===== src/rtl/fwd_hazard_ctrl.sv =====
// rtl/fwd_hazard_ctrl.sv - EX-stage forwarding selects, load-use stall and branch flush control
// Shadows rd/regwrite/memread of in-flight instructions to steer the EX operand muxes.

module fwd_hazard_ctrl #(
  parameter int REG_AW = 5,
  parameter int CNT_W  = 32
) (
  input  logic              clk,
  input  logic              reset,
  input  logic              id_valid,
  input  logic [REG_AW-1:0] id_rs1,
  input  logic [REG_AW-1:0] id_rs2,
  input  logic              id_use_rs1,
  input  logic              id_use_rs2,
  input  logic [REG_AW-1:0] id_rd,
  input  logic              id_regwrite,
  input  logic              id_memread,
  input  logic              ex_branch_taken,
  output logic [1:0]        fwd_a,
  output logic [1:0]        fwd_b,
  output logic              stall_if_id,
  output logic              bubble_id_ex,
  output logic              flush_if_id,
  output logic [CNT_W-1:0]  stall_count
);

  typedef struct packed {
    logic              valid;
    logic [REG_AW-1:0] rs1;
    logic [REG_AW-1:0] rs2;
    logic              use_rs1;
    logic              use_rs2;
    logic [REG_AW-1:0] rd;
    logic              regwrite;
    logic              memread;
  } stage_t;

  stage_t ex_q, ex_d, mem_q, mem_d, wb_q, wb_d;
  logic [CNT_W-1:0] cnt_q, cnt_d;
  logic luh;

  // A load in EX/MEM has no result yet, so it must not be selected from that stage.
  function automatic logic [1:0] fwd_sel(input logic [REG_AW-1:0] rs, input logic use_rs,
                                         input stage_t m, input stage_t w);
    logic [1:0] sel;
    sel = 2'b00;
    if (use_rs && m.regwrite && (m.rd != '0) && (m.rd == rs) && !m.memread)
      sel = 2'b10;
    else if (w.regwrite && (w.rd != '0) && (w.rd == rs))
      sel = 2'b01;
    return sel;
  endfunction

  always_comb begin
    luh = ex_q.memread && (ex_q.rd != '0) && id_valid &&
          ((id_use_rs1 && (id_rs1 == ex_q.rd)) || (id_use_rs2 && (id_rs2 == ex_q.rd)));
    flush_if_id  = ex_branch_taken && !reset;
    stall_if_id  = luh && !flush_if_id && !reset;
    bubble_id_ex = flush_if_id || stall_if_id;
    fwd_a = reset ? 2'b00 : fwd_sel(ex_q.rs1, ex_q.use_rs1, mem_q, wb_q);
    fwd_b = reset ? 2'b00 : fwd_sel(ex_q.rs2, ex_q.use_rs2, mem_q, wb_q);

    ex_d = '0;
    if (id_valid && !bubble_id_ex) begin
      ex_d.valid    = 1'b1;
      ex_d.rs1      = id_rs1;
      ex_d.rs2      = id_rs2;
      ex_d.use_rs1  = id_use_rs1;
      ex_d.use_rs2  = id_use_rs2;
      ex_d.rd       = id_rd;
      ex_d.regwrite = id_regwrite;
      ex_d.memread  = id_memread;
    end
    mem_d = ex_q;
    wb_d  = mem_q;

    cnt_d = cnt_q;
    if (stall_if_id && (cnt_q != {CNT_W{1'b1}}))
      cnt_d = cnt_q + 1'b1;
  end

  assign stall_count = cnt_q;

  always_ff @(posedge clk or posedge reset) begin
    if (reset) begin
      ex_q  <= '0;
      mem_q <= '0;
      wb_q  <= '0;
      cnt_q <= '0;
    end else begin
      ex_q  <= ex_d;
      mem_q <= mem_d;
      wb_q  <= wb_d;
      cnt_q <= cnt_d;
    end
  end

endmodule


===== config.mk =====
export PLATFORM = sky130hd
export DESIGN_NAME = fwd_hazard_ctrl
export DESIGN_NICKNAME = d
export VERILOG_FILES = /design/src/rtl/fwd_hazard_ctrl.sv
export SDC_FILE = /design/constraint.sdc
export NUM_CORES = 1
export LEC_CHECK = 0
export CAP_MARGIN = 20
export CORE_ASPECT_RATIO = 0.7
export CORE_UTILIZATION = 35
export DETAILED_ROUTE_END_ITERATION = 8
export MAX_ROUTING_LAYER = met4
export SYNTH_ARGS = -nofsm -noshare
export SYNTH_HDL_FRONTEND = slang
export SYNTH_SLANG_ARGS = --single-unit

===== constraint.sdc =====
create_clock -name clk -period 3.3 [get_ports clk]
set_input_delay 0.66 -clock clk [delete_from_list [all_inputs] [get_ports clk]]
set_output_delay 0.66 -clock clk [all_outputs]
set_load 0.02 [all_outputs]

==> results of run 1 <==
layout make-up:
class	count	area [µm²]	share of cell area [%]
clock inverter	7	96.3	2.36
sequential	64	1600	39.2
timing repair buffer	69	673	16.5
clock buffer	9	225	5.51
multi-input combinational	184	1350	33.0
tap	101	126	3.09
inverter	3	15.0	0.368
cell families (layout without fill, tap and decap cells):
group,Yosys count,after routing,share of synthesized area (%)
compound gates,6,6,2.43
xor+xnor,61,61,17.9
fa+ha+maj,1,1,0.419
buf+inv,7,88,1.30
flops,64,64,53.6
mux,1,1,0.377
simple gates,115,115,24.0
placed cells by master (no fill, tap or decap), types with 2 or more instances in the layout:
cell type	Yosys	layout
inv_1	3	2
and4_1	3	3
clkinvlp_4	0	4
nor4_2	2	2
nor4_4	3	3
bufinv_16	0	2
and2_1	20	20
or4_1	3	3
xnor2_1	36	36
dlymetal6s2s_1	0	2
or3_1	2	2
dlygate4sd2_1	0	2
dfrtp_1	64	64
nand2_1	14	14
nor4b_1	2	2
nand3_1	18	18
clkbuf_16	0	9
nor3_1	4	4
and3_1	8	8
xor2_1	25	25
nor3b_1	2	2
nor2_1	14	14
nor4_1	2	2
clkdlybuf4s50_1	0	57
nand4_1	11	11
nand3b_1	2	2
buf_4	1	8
synth_stat cells, types with 3 or more instances:
master / instances
xor2_1: 25
nor3_1: 4
inv_1: 3
dfrtp_1: 64
and2_1: 20
and3_1: 8
or4_1: 3
nand4_1: 11
xnor2_1: 36
and4_1: 3
nand3_1: 18
nor4_4: 3
nor2_1: 14
nand2_1: 14
power by group:
group          switching [mW]  internal, mW  total [mW]  leakage (nW)
Combinational          0.0537        0.0612       0.115         0.806
Sequential             0.0250         0.806       0.831         0.864
Clock                   0.338         0.660       0.998         0.148
per-layer routing:
layer	GRT usage, %	part of all wire (%)	vias up
met2	23.6	42	52
li1	-	-	1035
met1	25.2	53	1035
met5	-	0	-
met3	5.11	4.0	2
met4	5.60	0.58	0
through the flow:
| stage | cells | area, µm² | worst slack, ns | hold WS (ns) | setup TNS [ns] |
|---|---|---|---|---|---|
| after detailed placement | 421 | 3760 | -0.0692 | 0.335 | -0.101 |
| after global routing | 437 | 4090 | 0.0916 | 0.352 | 0 |
| final | 437 | 4090 | 0.206 | 0.345 | 0 |
| after floorplan | 255 | 2990 | 0.168 | 0.331 | 0 |
| after global placement | 421 | 3760 | 0.00889 | 0.335 | 0 |
| after CTS | 437 | 4080 | 0.0596 | 0.347 | 0 |
sequential cells by signal, indices dropped and copies added, names as in the netlist:
register,cells
ex_q,19
mem_q,7
stall_count,32
wb_q,6
how the worst min path moves through the flow:
stage,cells past startpoint,startpoint,slack [ns],end
final,0,ex_q[1],0.35,mem_q[1]
after global placement,0,ex_q[1],0.34,mem_q[1]
after global routing,0,ex_q[1],0.35,mem_q[1]
after detailed placement,0,ex_q[1],0.33,mem_q[1]
after CTS,0,ex_q[1],0.35,mem_q[1]
after floorplan,0,ex_q[1],0.33,mem_q[1]
what timing repair did:
action                                  4_1_cts  5_1_grt
setup buffers                                 0        0
resized for setup                             2        2
pin swaps                                     0        0
endpoints found under the setup margin        2        2
hold buffers                                  0        0
critical path, cell delays in order:
cell             delay [ns]
clkdlybuf4s50_1        0.45
xor2_1                 0.16
nor4_2                 0.32
a32oi_2                0.18
nor2_2                 0.21
or2_2                  0.14
dlygate4sd2_1          0.32
==> results.py, run 1 <==
metrics = {
    "outcome": {
        "status": "complete, no violations",
    },
    "placed_design": {
        "hpwl_mm": 5.13,
        "port_buffers": 61,
        "globalplace.congestion": 0.802,
    },
    "worst_setup_path": {
        "ff2ff_path_depth": 7,
        "timing.rr.end": "stall_count[23]",
        "cp_max_fo": 4,
        "r2r-start": "ex_q[2]",
        "crit_arrival_ns": 2.43,
        "crit_path_end_kind": "output port",
        "crit_path_start": "id_rs2[4]",
        "critPathKind": "input pin to output port",
        "cp-start-kind": "input pin",
        "r2r_slack_ns": 0.96,
        "worstPathRequired_ns": 2.64,
        "worstSetupEndpoint": "bubble_id_ex",
    },
    "clock_tree": {
        "cts_tree": "built",
        "clk_latency_ns": 0.33,
        "cts_sinks": 64,
        "cts_buffer_depth": 2,
        "htreeDepth": 3,
        "path_clk_slew_ns": 0.05,
        "cts-root-buf": "clkbuf_16",
        "numCtsBuffers": 9,
    },
    "grt": {
        "grt_use_total_pct": 17.6,
        "grt_antenna_before_repair": 0,
        "grt_pass1_vias": 2122,
        "gr-total-overflow": 0,
        "grt_max_degree": 65,
        "grt_pass1_wl_mm": 11.3,
    },
    "route": {
        "wire_per_inst_um": 15.7,
        "antenna_left": 0,
        "viasPerCell": 4.86,
        "dr.pass1.iters": 4,
        "route.detailed.drc": 0,
        "vias": 2124,
        "wl_mm": 6.88,
        "drt-initial-drc-count": 92,
    },
    "timing": {
        "finClkSkew_ns": 0.00407,
        "finalCritPeriodShare_pct": 93.7,
        "slew_viol_final": 0,
        "fmax_ghz": 0.323,
        "tightest_slew_ns": 0.795,
        "setup_viol": 0,
        "relSlewSlack_pct": 47.0,
        "hold_violations": 0,
        "period_minus_slack_ns": 3.09,
        "grt_setup_unrepaired": "no",
    },
    "die": {
        "die_w_um": 112,
        "core_um2": 8070,
        "fp-row-count": 27,
        "fp.dieArea_um2": 8920,
        "initial_core_util_pct": 37.0,
        "boundaryPins": 62,
        "die_h_um": 79.3,
    },
    "power": {
        "p_per_area_nw_per_um2": 476,
        "power_leakage_nw": 1.82,
        "p_total_mw": 1.94,
        "peakVddDrop_mv": 0.268,
    },
    "yosys": {
        "yosys.area.top_type_share_pct": 53.6,
        "synth.distinct_cells": 37,
        "avgSynthCellArea_um2": 11.7,
        "yosysTopAreaCell": "dfrtp_1",
        "synthFlopType": "dfrtp_1",
        "yosysWarnings": 0,
        "syn-num-nets": 279,
        "synth_area_leaders": "dfrtp_1, xnor2_1, xor2_1",
        "ys_ff_latch": 64,
        "synth-seq-area-share_pct": 53.6,
        "synthArstFlopShare_pct": 100,
        "syn_area_um2": 2990,
        "synth_cells": 255,
        "synth_edf_count": 0,
    },
    "cells_and_area": {
        "final_core_util_pct": 50.6,
        "synthToLayoutAreaGrowth_pct": 36.7,
        "fillerInstances": 700,
        "drive_above_1_share_pct": 11.0,
        "antenna_cells": 0,
        "fin_nets": 355,
    },
    "run": {
        "max-cap-violations": 0,
    },
    "worst_hold_path": {
        "hold_class": "register to register",
    },
}
Power figures use the tool's default switching activity.
==> inputs of run 2 (changes only) <==
--- a/config.mk
+++ b/config.mk
@@ -5,6 +5,7 @@
 export SDC_FILE = /design/constraint.sdc
 export NUM_CORES = 1
 export LEC_CHECK = 0
+export ABC_AREA = 1
 export CAP_MARGIN = 20
 export CORE_ASPECT_RATIO = 0.7
 export CORE_UTILIZATION = 35
==> results.py, run 2 <==
metrics = {
    "die": {
        "die_w_um": 126,
        "initial_core_util_pct": 36.1,
        "core_um2": 10400,
        "boundaryPins": 62,
        "die_h_um": 88.6,
        "fp.dieArea_um2": 11100,
        "fp-row-count": 31,
    },
    "yosys": {
        "synth-seq-area-share_pct": 42.7,
        "syn-num-nets": 546,
        "synth.distinct_cells": 30,
        "yosys.area.top_type_share_pct": 42.7,
        "synthArstFlopShare_pct": 100,
        "synthFlopType": "dfrtp_1",
        "synth_edf_count": 0,
        "synth_common_cells": "nand2_1, nor2_1, dfrtp_1",
        "synth_cells": 522,
        "yosysMostFrequentCell": "nand2_1",
        "avgSynthCellArea_um2": 7.18,
        "yosysTopAreaCell": "dfrtp_1",
        "syn_area_um2": 3750,
        "synth_area_leaders": "dfrtp_1, nand2_1, nor2_1",
        "yosysWarnings": 0,
        "ys_ff_latch": 64,
    },
    "route": {
        "dr.pass1.iters": 4,
        "wire_per_inst_um": 14.3,
        "route.detailed.drc": 0,
        "vias": 3445,
        "viasPerCell": 4.72,
        "antenna_left": 0,
        "wl_mm": 10.4,
        "drt-initial-drc-count": 222,
    },
    "power": {
        "p_total_mw": 1.88,
        "p_per_area_nw_per_um2": 391,
        "power_leakage_nw": 2.25,
        "peakVddDrop_mv": 0.237,
    },
    "cells_and_area": {
        "synthToLayoutAreaGrowth_pct": 28.3,
        "drive_above_1_share_pct": 7.53,
        "largest_reg_flops": 32,
        "final_cell_mix": "nand2_1, nor2_1, dfrtp_1",
        "fin_nets": 618,
        "fillerInstances": 1040,
        "stdcell_count": 730,
        "final_common_cell": "nand2_1",
        "antenna_cells": 0,
    },
    "grt": {
        "grt_use_total_pct": 21.2,
        "gr-total-overflow": 0,
        "grt_pass1_wl_mm": 17.1,
        "grt_antenna_before_repair": 0,
        "grt_max_degree": 48,
        "grt_pass1_vias": 3172,
    },
    "timing": {
        "finalCritPeriodShare_pct": 93.8,
        "grt_setup_unrepaired": "no",
        "tightest_slew_ns": 0.493,
        "finClkSkew_ns": 0.00905,
        "setup_viol": 0,
        "relSlewSlack_pct": 67.1,
        "fmax_ghz": 0.323,
        "hold_violations": 0,
        "period_minus_slack_ns": 3.10,
        "slew_viol_final": 0,
        "tns_ns": 0,
    },
    "worst_setup_path": {
        "worstPathRequired_ns": 2.64,
        "worstSetupEndpoint": "fwd_a[0]",
        "cp_max_fo": 19,
        "cp-start-kind": "input pin",
        "ff2ff_path_depth": 10,
        "critPathKind": "input pin to output port",
        "r2r-start": "stall_count[0]",
        "timing.rr.end": "stall_count[1]",
        "crit_path_start": "reset",
        "crit_path_end_kind": "output port",
        "crit_arrival_ns": 2.44,
        "r2r_slack_ns": 0.85,
    },
    "placed_design": {
        "hpwl_mm": 8.03,
        "dp_cells": 715,
        "port_buffers": 61,
        "globalplace.congestion": 0.921,
    },
    "run": {
        "max-cap-violations": 0,
    },
    "clock_tree": {
        "clk_latency_ns": 0.33,
        "cts_tree": "built",
        "cts-root-buf": "clkbuf_16",
        "post-cts-setup-buffer-count": 0,
        "path_clk_slew_ns": 0.05,
        "cts_buffer_depth": 2,
        "htreeDepth": 3,
        "cts_sinks": 64,
        "numCtsBuffers": 9,
    },
    "worst_hold_path": {
        "hold_class": "register to register",
    },
    "outcome": {
        "status": "complete, no violations",
    },
}
run 2: changes by cell type after synthesis, moves of 13 or more:
cell / delta
xnor2_1: -21
and2_1: -19
inv_1: +54
xor2_1: -13
nor2_1: +74
nand2_1: +178
run 2: critical path, stage by stage:
cell             delay (ns)
clkdlybuf4s50_1        0.51
clkinvlp_4             0.16
buf_4                  0.27
nand4_1                0.13
nor2_1                 0.10
clkdlybuf4s50_1        0.60
run 2: repair_timing:
| action | in CTS | in global routing |
|---|---|---|
| hold buffers | 0 | 0 |
| gates resized for setup | 0 | 1 |
| setup endpoints to repair | 0 | 1 |
run 2: stage by stage:
step / hold slack (ns) / setup WS [ns] / util, % / area [µm²]
detailed placement: 0.339 / 0.109 / 43.5 / 4520
CTS: 0.352 / 0.0886 / 46.2 / 4810
floorplan: 0.331 / 0.456 / - / 3750
global placement: 0.334 / 0.0835 / 43.5 / 4520
global route: 0.384 / 0.0936 / 46.3 / 4810
finish: 0.349 / 0.205 / 46.3 / 4810
run 2: layout make-up:
type | instances | area [µm²] | area share, %
clock inverters | 6 | 61.3 | 1.27
flip-flops and latches | 64 | 1600 | 33.3
well taps | 132 | 165 | 3.43
multi-input cells | 392 | 1860 | 38.7
clock buffers | 9 | 225 | 4.68
inverters | 58 | 221 | 4.60
repair buffers | 69 | 673 | 14.0
run 2: worst min-delay path by stage:
stage               startpoint  cells past startpoint  endpoint  slack [ns]
floorplan              ex_q[1]                      0  mem_q[1]        0.33
global placement       ex_q[1]                      0  mem_q[1]        0.33
detailed placement     ex_q[1]                      0  mem_q[1]        0.34
CTS                    ex_q[1]                      0  mem_q[1]        0.35
global route           ex_q[1]                      0  mem_q[1]        0.38
finish                 ex_q[1]                      0  mem_q[1]        0.35
run 2: per-layer routing:
layer / global-route usage, % / routed length (µm) / up-vias
met3: 6.23 / 839 / 10
met4: 6.21 / 109 / 0
met1: 31.5 / 5480 / 1570
li1: - / - / 1757
met5: - / 0 / -
met2: 26.7 / 4010 / 108
run 2: power by group:
| group | internal [mW] | total [mW] | switching [mW] |
|---|---|---|---|
| combinational | 0.0623 | 0.136 | 0.0741 |
| sequential | 0.806 | 0.831 | 0.0251 |
| clock | 0.576 | 0.914 | 0.338 |
run 2: kinds of logic after synthesis:
kind of cell | Yosys count | synth area share, %
fa+ha+maj | 1 | 0.334
buf+inv | 66 | 7.61
xor+xnor | 27 | 6.31
simple gates | 339 | 38.6
flops | 64 | 42.7
compound gates | 25 | 4.44
==> inputs of run 3 (changes only) <==
==> constraint.sdc (replaced) <==
create_clock -name clk -period 3.3 [get_ports clk]
set_input_delay 0.495 -clock clk [delete_from_list [all_inputs] [get_ports clk]]
set_output_delay 0.495 -clock clk [all_outputs]
set_load 0.02 [all_outputs]
==> results.py, run 3 (synthesis results as in run 2) <==
metrics = {
    "cells_and_area": {
        "final_common_cell": "nand2_1",
        "largest_reg_flops": 32,
        "final_cell_mix": "nand2_1, nor2_1, dfrtp_1",
        "fin_nets": 614,
        "synthToLayoutAreaGrowth_pct": 29.0,
        "fillerInstances": 1066,
        "multi_input_area_um2": 1860,
        "regArea_um2": 1600,
        "drive_above_1_share_pct": 7.06,
        "antenna_cells": 0,
    },
    "die": {
        "core_um2": 10400,
        "fp.dieArea_um2": 11100,
        "die_h_um": 88.6,
        "die_w_um": 126,
        "initial_core_util_pct": 36.1,
        "fp-row-count": 31,
        "boundaryPins": 62,
    },
    "worst_setup_path": {
        "cp-start-kind": "input pin",
        "slowest_delay_ns": 0.69,
        "worstPathRequired_ns": 2.80,
        "crit_path_end_kind": "output port",
        "r2r-start": "stall_count[0]",
        "critPathTopFamily": "buffers and inverters",
        "cpMaxStageDelayCell": "clkdlybuf4s50_1",
        "cp_max_fo": 2,
        "r2r_slack_ns": 0.90,
        "cp_cell_sequence": "clkdlybuf4s50_1, inv_1, nand2_1, nand2_1, nor2_1, nand3_1, a21oi_1, clkdlybuf4s50_1",
        "critPathKind": "input pin to output port",
        "critPathBufInv": 3,
        "ff2ff_path_depth": 9,
        "crit_arrival_ns": 2.46,
        "timing.rr.end": "stall_count[12]",
        "cp.depth": 8,
    },
    "clock_tree": {
        "clk_latency_ns": 0.33,
        "htreeDepth": 3,
        "path_clk_slew_ns": 0.06,
        "cts-root-buf": "clkbuf_16",
        "cts_sinks": 64,
        "cts_tree": "built",
        "hold_buffers": 0,
        "cts_buffer_depth": 2,
        "numCtsBuffers": 9,
        "post_cts_resized": 0,
        "post-cts-setup-buffer-count": 0,
    },
    "timing": {
        "hold_violations": 0,
        "period_minus_slack_ns": 2.95,
        "relSlewSlack_pct": 51.5,
        "finClkSkew_ns": 0.00699,
        "slew_viol_final": 0,
        "tightest_slew_ns": 0.727,
        "fmax_ghz": 0.339,
        "grt_setup_unrepaired": "no",
        "tns_ns": 0,
        "finalCritPeriodShare_pct": 89.4,
        "setup_viol": 0,
    },
    "route": {
        "antenna_left": 0,
        "drt-initial-drc-count": 244,
        "viasPerCell": 4.71,
        "route.detailed.drc": 0,
        "dr.pass1.iters": 4,
        "wire_per_inst_um": 13.9,
        "wl_mm": 10.1,
        "vias": 3427,
    },
    "grt": {
        "grt_antenna_before_repair": 0,
        "grt_max_degree": 59,
        "gr-total-overflow": 0,
        "grt_pass1_vias": 3125,
        "grt_pass1_wl_mm": 16.6,
        "grt_use_total_pct": 20.2,
    },
    "placed_design": {
        "globalplace.congestion": 0.937,
        "hpwl_mm": 7.68,
        "port_buffers": 61,
    },
    "power": {
        "p_seq_share_pct": 39.9,
        "p_comb_share_pct": 6.3,
        "p_int_mw": 1.61,
        "power_leakage_nw": 2.25,
        "p_total_mw": 2.08,
        "peakVddDrop_mv": 0.270,
        "p_clk_share_pct": 53.8,
        "netSwitchingFraction_pct": 22.5,
        "p_per_area_nw_per_um2": 430,
        "p_switching_uw": 468,
    },
    "worst_hold_path": {
        "min_to": "mem_q[1]",
        "min-delay-start": "ex_q[1]",
        "hold_class": "register to register",
        "hold-path-cell-count": 0,
    },
    "outcome": {
        "status": "complete, no violations",
    },
    "run": {
        "max-cap-violations": 0,
    },
}
## run 3: changes by cell type in the layout (fill, tap and decap cells not counted), sizes merged
cell           delta
clkinvlp          -2
clkdlybuf4s50     +1
buf               -4
dlymetal6s2s      -1
bufinv            +2
clkinv            -3
inv               +4
## run 3: how the worst max path moves through the flow
stage                     startpoint           to  slack (ns)
final                      id_rs1[4]  stall_if_id        0.35
after global routing       id_rs1[4]  stall_if_id        0.25
after CTS                  id_rs1[4]  stall_if_id        0.36
after detailed placement   id_rs1[4]  stall_if_id        0.37
after global placement     id_rs1[4]  stall_if_id        0.35
after floorplan                reset  stall_if_id        0.09
## run 3: power groups by stage
stage / Clock [mW] / Sequential (mW) / Combinational (mW)
floorplan: 0 / 0.836 / 0.0795
global placement: 0 / 0.844 / 0.133
detailed placement: 0 / 0.844 / 0.133
CTS: 1.14 / 0.830 / 0.134
global route: 1.17 / 0.832 / 0.151
finish: 1.12 / 0.831 / 0.132
## run 3: worst reg2reg max path, cell delays in order, from the launching register on
cell and delay, ns:
dfrtp_1 0.48, ha_1 0.33, nand3_2 0.15, inv_2 0.13
nand2_4 0.08, nor2_8 0.16, nand3_4 0.20, nand3_2 0.13
buf_4 0.44, o21ai_0 0.17
## run 3: layout make-up
cell class,count,area share (%)
Clock buffer,9,4.66
Timing Repair Buffer,65,13.2
Tap cell,132,3.41
Inverter,58,4.50
Clock inverter,7,2.59
Multi-Input combinational cell,392,38.5
Sequential cell,64,33.1
## run 3: stage by stage
step / utilization (%) / std cells / cell area, µm² / setup slack (ns) / hold slack (ns)
3_3_place_gp: 43.2 / 711 / 4490 / 0.355 / 0.333
3_5_place_dp: 43.2 / 711 / 4490 / 0.373 / 0.335
2_1_floorplan: - / 522 / 3750 / 0.0866 / 0.331
6_report: 46.5 / 727 / 4840 / 0.348 / 0.349
4_1_cts: 46.5 / 727 / 4840 / 0.355 / 0.348
5_1_grt: 46.5 / 727 / 4840 / 0.247 / 0.355
## run 3: per-layer routing
metal	wire, µm	GRT usage [%]	vias up
li1	-	-	1750
met1	5520	30.4	1586
met2	3880	26.1	81
met3	625	4.72	10
met4	102	5.76	0
met5	0	-	-
